File: src/rtl/expr_result_unpacker.sv
// Unpacks the 90-bit expression result bus into 18 extended fields, one per beat on a valid/ready stream.
// Latency: accept in cycle N gives the first beat in cycle N+1; out_* hold while out_ready=0 and in_ready=0 while emitting.
module expr_result_unpacker #(
  parameter int OUT_W    = 8,
  parameter bit SIGN_EXT = 1'b1,
  parameter int CNT_W    = 16
) (
  input  logic             clk,
  input  logic             rst_n,
  input  logic             in_valid,
  output logic             in_ready,
  input  logic [89:0]      in_y,
  output logic             out_valid,
  input  logic             out_ready,
  output logic [4:0]       out_idx,
  output logic [OUT_W-1:0] out_data,
  output logic             out_last,
  output logic [OUT_W-1:0] out_xor,
  output logic [CNT_W-1:0] vec_cnt
);

  typedef enum logic {IDLE, EMIT} state_t;

  state_t           state, state_nxt;
  logic [89:0]      shadow;
  logic [4:0]       idx;
  logic [OUT_W-1:0] acc;
  logic [CNT_W-1:0] cnt;
  logic             accept, beat, last_beat;
  logic [OUT_W-1:0] sel;

  logic [17:0][OUT_W-1:0] field_ext;

  // Each group of three fields (widths 4,5,6) occupies 15 bits, groups packed from bit 89 down.
  for (genvar k = 0; k < 18; k++) begin : g_field
    localparam int  W   = 4 + (k % 3);
    localparam int  OFS = (k % 3 == 0) ? 0 : ((k % 3 == 1) ? 4 : 9);
    localparam int  MSB = 89 - 15 * (k / 3) - OFS;
    localparam int  LSB = MSB - W + 1;
    localparam bit  SGN = ((k / 3) % 2) == 1;
    logic [OUT_W-1:0] ext;
    always_comb begin
      ext        = {OUT_W{SIGN_EXT && SGN && shadow[MSB]}};
      ext[W-1:0] = shadow[MSB:LSB];
    end
    assign field_ext[k] = ext;
  end

  always_comb begin
    sel = '0;
    for (int k = 0; k < 18; k++) begin
      if (idx == 5'(k)) sel = field_ext[k];
    end
  end

  always_comb begin
    state_nxt = state;
    in_ready  = 1'b0;
    out_valid = 1'b0;
    accept    = 1'b0;
    beat      = 1'b0;
    last_beat = 1'b0;
    case (state)
      IDLE: begin
        in_ready = 1'b1;
        if (in_valid) begin
          accept    = 1'b1;
          state_nxt = EMIT;
        end
      end
      EMIT: begin
        out_valid = 1'b1;
        if (out_ready) begin
          beat = 1'b1;
          if (idx == 5'd17) begin
            last_beat = 1'b1;
            state_nxt = IDLE;
          end
        end
      end
      default: state_nxt = IDLE;
    endcase
  end

  always_ff @(posedge clk or negedge rst_n) begin
    if (!rst_n) begin
      state <= IDLE;
    end else begin
      state <= state_nxt;
    end
  end

  always_ff @(posedge clk or negedge rst_n) begin
    if (!rst_n) begin
      shadow <= '0;
      idx    <= '0;
      acc    <= '0;
      cnt    <= '0;
    end else begin
      if (accept) begin
        shadow <= in_y;
        idx    <= '0;
        acc    <= '0;
      end else if (beat) begin
        acc <= acc ^ sel;
        idx <= last_beat ? 5'd0 : idx + 5'd1;
      end
      if (last_beat) cnt <= cnt + 1'b1;
    end
  end

  // Data outputs read as zero outside EMIT so IDLE matches the reset picture.
  assign out_idx  = idx;
  assign out_data = out_valid ? sel : '0;
  assign out_last = out_valid && (idx == 5'd17);
  assign out_xor  = out_valid ? (acc ^ sel) : '0;
  assign vec_cnt  = cnt;

endmodule

File: config.mk
export PLATFORM = sky130hd
export DESIGN_NAME = expr_result_unpacker
export DESIGN_NICKNAME = d
export VERILOG_FILES = /design/src/rtl/expr_result_unpacker.sv
export SDC_FILE = /design/constraint.sdc
export NUM_CORES = 1
export LEC_CHECK = 0
export ABC_AREA = 1
export CELL_PAD_IN_SITES_DETAIL_PLACEMENT = 1
export CELL_PAD_IN_SITES_GLOBAL_PLACEMENT = 1
export CORE_ASPECT_RATIO = 0.7
export CORE_MARGIN = 2
export CORE_UTILIZATION = 36
export CTS_CLUSTER_DIAMETER = 120
export DETAILED_ROUTE_END_ITERATION = 16
export PLACE_DENSITY = 0.81
export SLEW_MARGIN = 10
export SYNTH_ARGS = -nofsm -noshare
export SYNTH_HDL_FRONTEND = slang
export SYNTH_SLANG_ARGS = --single-unit
File: constraint.sdc
create_clock -name clk -period 3.5 [get_ports clk]
set_clock_uncertainty 0.05 [all_clocks]
set_input_delay 0.525 -clock clk [delete_from_list [all_inputs] [get_ports clk]]
set_output_delay 0.525 -clock clk [all_outputs]
set_load 0.01 [all_outputs]
Word-level counts from Yosys, hierarchy flattened
Cells that the tools add are included.
- add/subtract/negate cells: 2
- eq/ne operators: 17
- mux-type cells: 37
- bitwise operators: 2
- reductions and logical operators: 3
- operator list (operator ; number):
    2-to-1 mux 8 bit ; 19
    == test 5 x 4 -> 1 bit (second input constant) ; 8
    == test 5 x 3 -> 1 bit (second input constant) ; 4
    2-to-1 mux 5 bit ; 4
    adder 16 x 1 -> 16 bit (second input constant) ; 1
    2-to-1 mux 1 bit ; 11
    == test 5 x 2 -> 1 bit (second input constant) ; 2
    == test 5 bit (second input constant) ; 2
    bitwise XOR 8 bit ; 1
    2-to-1 mux 6 bit ; 1
    adder 5 x 1 -> 5 bit (second input constant) ; 1
    == test 5 x 1 -> 1 bit (second input constant) ; 1
    logical NOT 5 bit ; 1
    2-to-1 mux 4 bit ; 1
    case mux 1 bit (2 select lines) ; 1
    nonzero test 2 bit ; 1
    logical AND 1 bit ; 1
    NOT 1 bit ; 1
- bits in registers: 120
- input bits: 94
- logic and storage cells: 66

Depth between registers and ports, before layout
- depth after elaboration: 22
- depth in mapped cells: 30

Least setup slack after synthesis
No wires, ideal clock.
- kind: reg2out
- start: reg idx[1] (netlist: out_idx[1])
- end: out out_xor[5]
- arrival time: 2.358 ns
- setup slack: 0.567 ns
- cell stages (with the launch flop): 18
- buffers on the path: 0
- path through: dfrtp_1 -> inv_1 -> ha_1 -> inv_1 -> nor2_2 -> inv_1 -> nor2_1 -> inv_2 -> o21ai_0 -> inv_1 -> a21oi_1 -> o21ai_1 -> nand2_1 -> nand2_1 -> inv_2 -> nand2_1 -> xor2_1 -> nor2_1
- word-level cells in the longest chain between the ends: 19
- elaborated cells on any way between the ends: 34
- ends and longest elaborated chain (item ; line ; source):
    from (decl) ; 26 ; logic [4:0] idx;
    from (signal assigned) ; 106 ; idx <= last_beat ? 5'd0 : idx + 5'd1;
    == test 5 x 2 -> 1 bit ; 52 ; if (idx == 5'(k)) sel = field_ext[k];
    2-to-1 mux 6 bit ; 52 ;
    2-to-1 mux 8 bit (14 in series) ; 52 ;
    2-to-1 mux 8 bit (*) ; 52 ;
    bitwise XOR 8 bit (*) ; 116 ; assign out_xor = out_valid ? (acc ^ sel) : '0;
    2-to-1 mux 8 bit (*) ; 116 ;
    to (decl) ; 18 ; output logic [OUT_W-1:0] out_xor,
Every way passes the cells marked *; elsewhere a longest branch is shown, timed or not.

Worst setup path after layout
- start: reg idx[1] (netlist: out_idx[1])
- end: out out_xor[0]
- word-level cells in the longest chain between the ends: 21
- elaborated cells on any way between the ends: 38
- ends and longest elaborated chain (item ; line):
    logical NOT 5 bit ; 52
    2-to-1 mux 4 bit ; 52
    2-to-1 mux 5 bit ; 52
    2-to-1 mux 6 bit ; 52
    2-to-1 mux 8 bit (14 in series) ; 52
    2-to-1 mux 8 bit (*) ; 52
    bitwise XOR 8 bit (*) ; 116
    2-to-1 mux 8 bit (*) ; 116
Marked as above.

==> impl_results.md <==
* Setup TNS at -6.98 ns
* Gr usage total at 28.3%
* Count of cell types in the netlist at 36
* Syn_area_per_cell at 7.28 sq um
* Initial antenna violation count at 0
* Worst skew pair latency at 0.44 ns
* Routed WL per cell at 21.4 um
* Critical Path Sink Type: output pin
* Synth Instances at 831
* Final worst path period share at 122%
* Syn-to-layout area delta at 54.8%
* Leakage at 4.74 nW
* Gr ovfl total at 0
* DRT antenna net count at 0
* Reg2Reg Setup Slack at 0.12 ns
* DRC viols at 0
* Layout cells sized above 1 at 23.6%
* Maximum vdd drop at 0.000490 V
* CTS Sinks at 120
* Util after Layout at 57.2%
* CP max stage delay at 0.47 ns
* Max-slew headroom at 38.1%
* Dpl cells at 1233
* Top cells by area, synth: dfrtp_1, nand2_1, inv_1
* I/O pin count at 134
* Clock Tree Root: clkbuf_16
* Setup violations, final at 16
* Reg-to-Reg Start: out_idx[1]
* RR Endpoint: acc[0]
* Post-synth top area share at 49.6%
* Final Power at 9.64 mW
* Gpl congestion at 0.851
* Vias per inst at 5.27
* IO buf count at 133
* First-pass GRT wire length at 39.1 mm
* CP max-delay cell: dfrtp_2
* Via count at 6804
* Asr flop ratio synth at 100%
* Die Width at 159 um
* R2R depth at 31
* Crit path required time at 2.92 ns
* Cts hold-fix bufs at 0
* Critical path class: reg2out
* Drt pass-1 iters at 5
* Starting Density at 36.9%
* Max_cap viols at 0
* Largest area contributor in the netlist: dfrtp_1
* Layout Cells excl Fill at 1290
* Final hold vios at 0
* Final Instance Area at 9370 sq um
* Setup WS post-layout at -0.774 ns
* Largest net degree at the start of global routing at 97
* CP max FO at 4
* Fin Hold WS at 0.117 ns
* Vias in the first global route at 7124
* Dominant synthesized flop cell: dfrtp_1
* Syn_nets at 931
* Worst setup SP type: flop
* CTS clk-pin slew, worst paths at 0.06 ns
* Full die area at 17900 sq um
* Peak Freq at 234 MHz
* Die Span Y at 112 um
* Diode count at 0
* CP dominant cell by count: nand2_1
* Worst Setup Slack post-DPL at -0.462 ns
* Outcome: finished with violations
* DRT Wirelength at 27.6 mm
* Max-slew violation count at 0
* RSZ-0062 raised after global routing: yes
* Synth Cell Area at 6050 sq um
* Most frequent cells after synthesis: nand2_1, dfrtp_1, inv_1
* Final nets at 1153
* Clock buffer count from CTS at 17
* Initial DRC count at 502
* Hold Crit Class: in2async
* Critical path arrival at 3.70 ns
* Pwr dens at 1030 nW/um^2
* Sequential fraction of the synthesis area at 49.6%
* Final HPWL DP at 14.8 mm
* TritonCTS clock tree: yes
* FF+latch count, synth at 120
* Rows at 39
* EDFF count, synth at 0
* CTS max path bufs at 2
* Worst-margin pin slew at 0.929 ns
* H-tree depth at 4
* Core area at 16400 sq um
* CP endpoint: out_xor[0]
* Top-count cell post-synth: nand2_1
* Crit path from: out_idx[1]
* Warnings from Yosys at 0
* Cell area after placement at 8100 sq um
* Failing checks: negative setup slack
* Crit path time final at 4.27 ns
## area by class of cell
| type | instances | area (sq um) |
|---|---|---|
| inverters | 81 | 324 |
| flip-flops and latches | 120 | 3010 |
| fillers | 2010 | 7030 |
| well taps | 225 | 282 |
| clock buffers | 19 | 453 |
| multi-input cells | 608 | 3150 |
| repair buffers | 225 | 2030 |
| clock inverters | 12 | 128 |
## worst min path at each step
stage	start	endpoint	depth (start not counted)
floorplan	rst_n	acc[0]	0
global placement	shadow[11]	shadow[11]	2
detailed placement	shadow[11]	shadow[11]	2
CTS	rst_n	shadow[2]	1
global route	rst_n	shadow[3]	1
finish	rst_n	shadow[3]	1
## timing repair
item                                    4_1_cts  5_1_grt
buffers inserted                             20        8
pin swaps                                    50       46
resized for setup                           160       56
hold endpoints to repair                      0        0
endpoints found under the setup margin       16       16
gates cloned                                  0        0
## cells in the final DEF, fill, tap and decap left out, types with 4 or more instances in the layout
cell	n
nand2_1	383
nand2_2	27
inv_2	8
nand3_1	19
o21ai_2	5
dfrtp_2	4
clkinvlp_4	4
ha_4	4
dfrtp_1	116
nand2_4	7
nand3_2	6
inv_4	6
clkinv_2	4
nor2_2	6
a21oi_2	6
nor2_1	33
nor2_4	7
buf_2	14
o21ai_0	29
nor3_1	6
or2_2	5
clkbuf_16	17
buf_6	16
xnor2_1	6
buf_4	77
xor2_1	8
a21oi_1	6
o22ai_1	5
inv_1	65
clkdlybuf4s50_1	116
nand3_4	6
o21ai_1	4
nand4_1	6
## sequential cells by signal, summed over array words and instances (netlist names)
signal and count:
shadow 90, vec_cnt 16, acc 8, out_idx 5, state 1
## metal layers
layer	up-vias	global-route usage, %	part of all wire [%]
met2	339	47.3	46
li1	2998	-	-
met3	114	7.39	6.5
met5	-	0	0
met4	0	11.4	5.1
met1	3353	35.3	42
## report_power, final
group / switching, mW / internal [mW] / total, mW / leakage, nW
clock network: 0.693 / 1.08 / 1.77 / 0.277
logic: 3.13 / 2.30 / 5.42 / 2.96
registers: 0.501 / 1.95 / 2.45 / 1.50
total: 4.32 / 5.32 / 9.64 / 4.74
## worst max-delay path: cells and delay by family (launching register included)
kind	cells	cell delay, ns
fa+ha+maj	1	0.22
flops	1	0.47
simple gates	26	2.15
buf+inv	4	0.42
## logic make-up (layout without fill, tap and decap cells)
family                   after synthesis  count (layout)  synth area share (%)
XOR/XNOR                              17              17                  2.46
flip-flops                           120             120                  49.6
adder cells (fa/ha/maj)                6               6                  1.24
AND/OR/NAND/NOR                      518             518                  34.2
AO/OA/AOI/OAI                         67              67                  6.08
buffers and inverters                103             337                  6.45
Note: power is estimated with default switching activity, not from simulation.
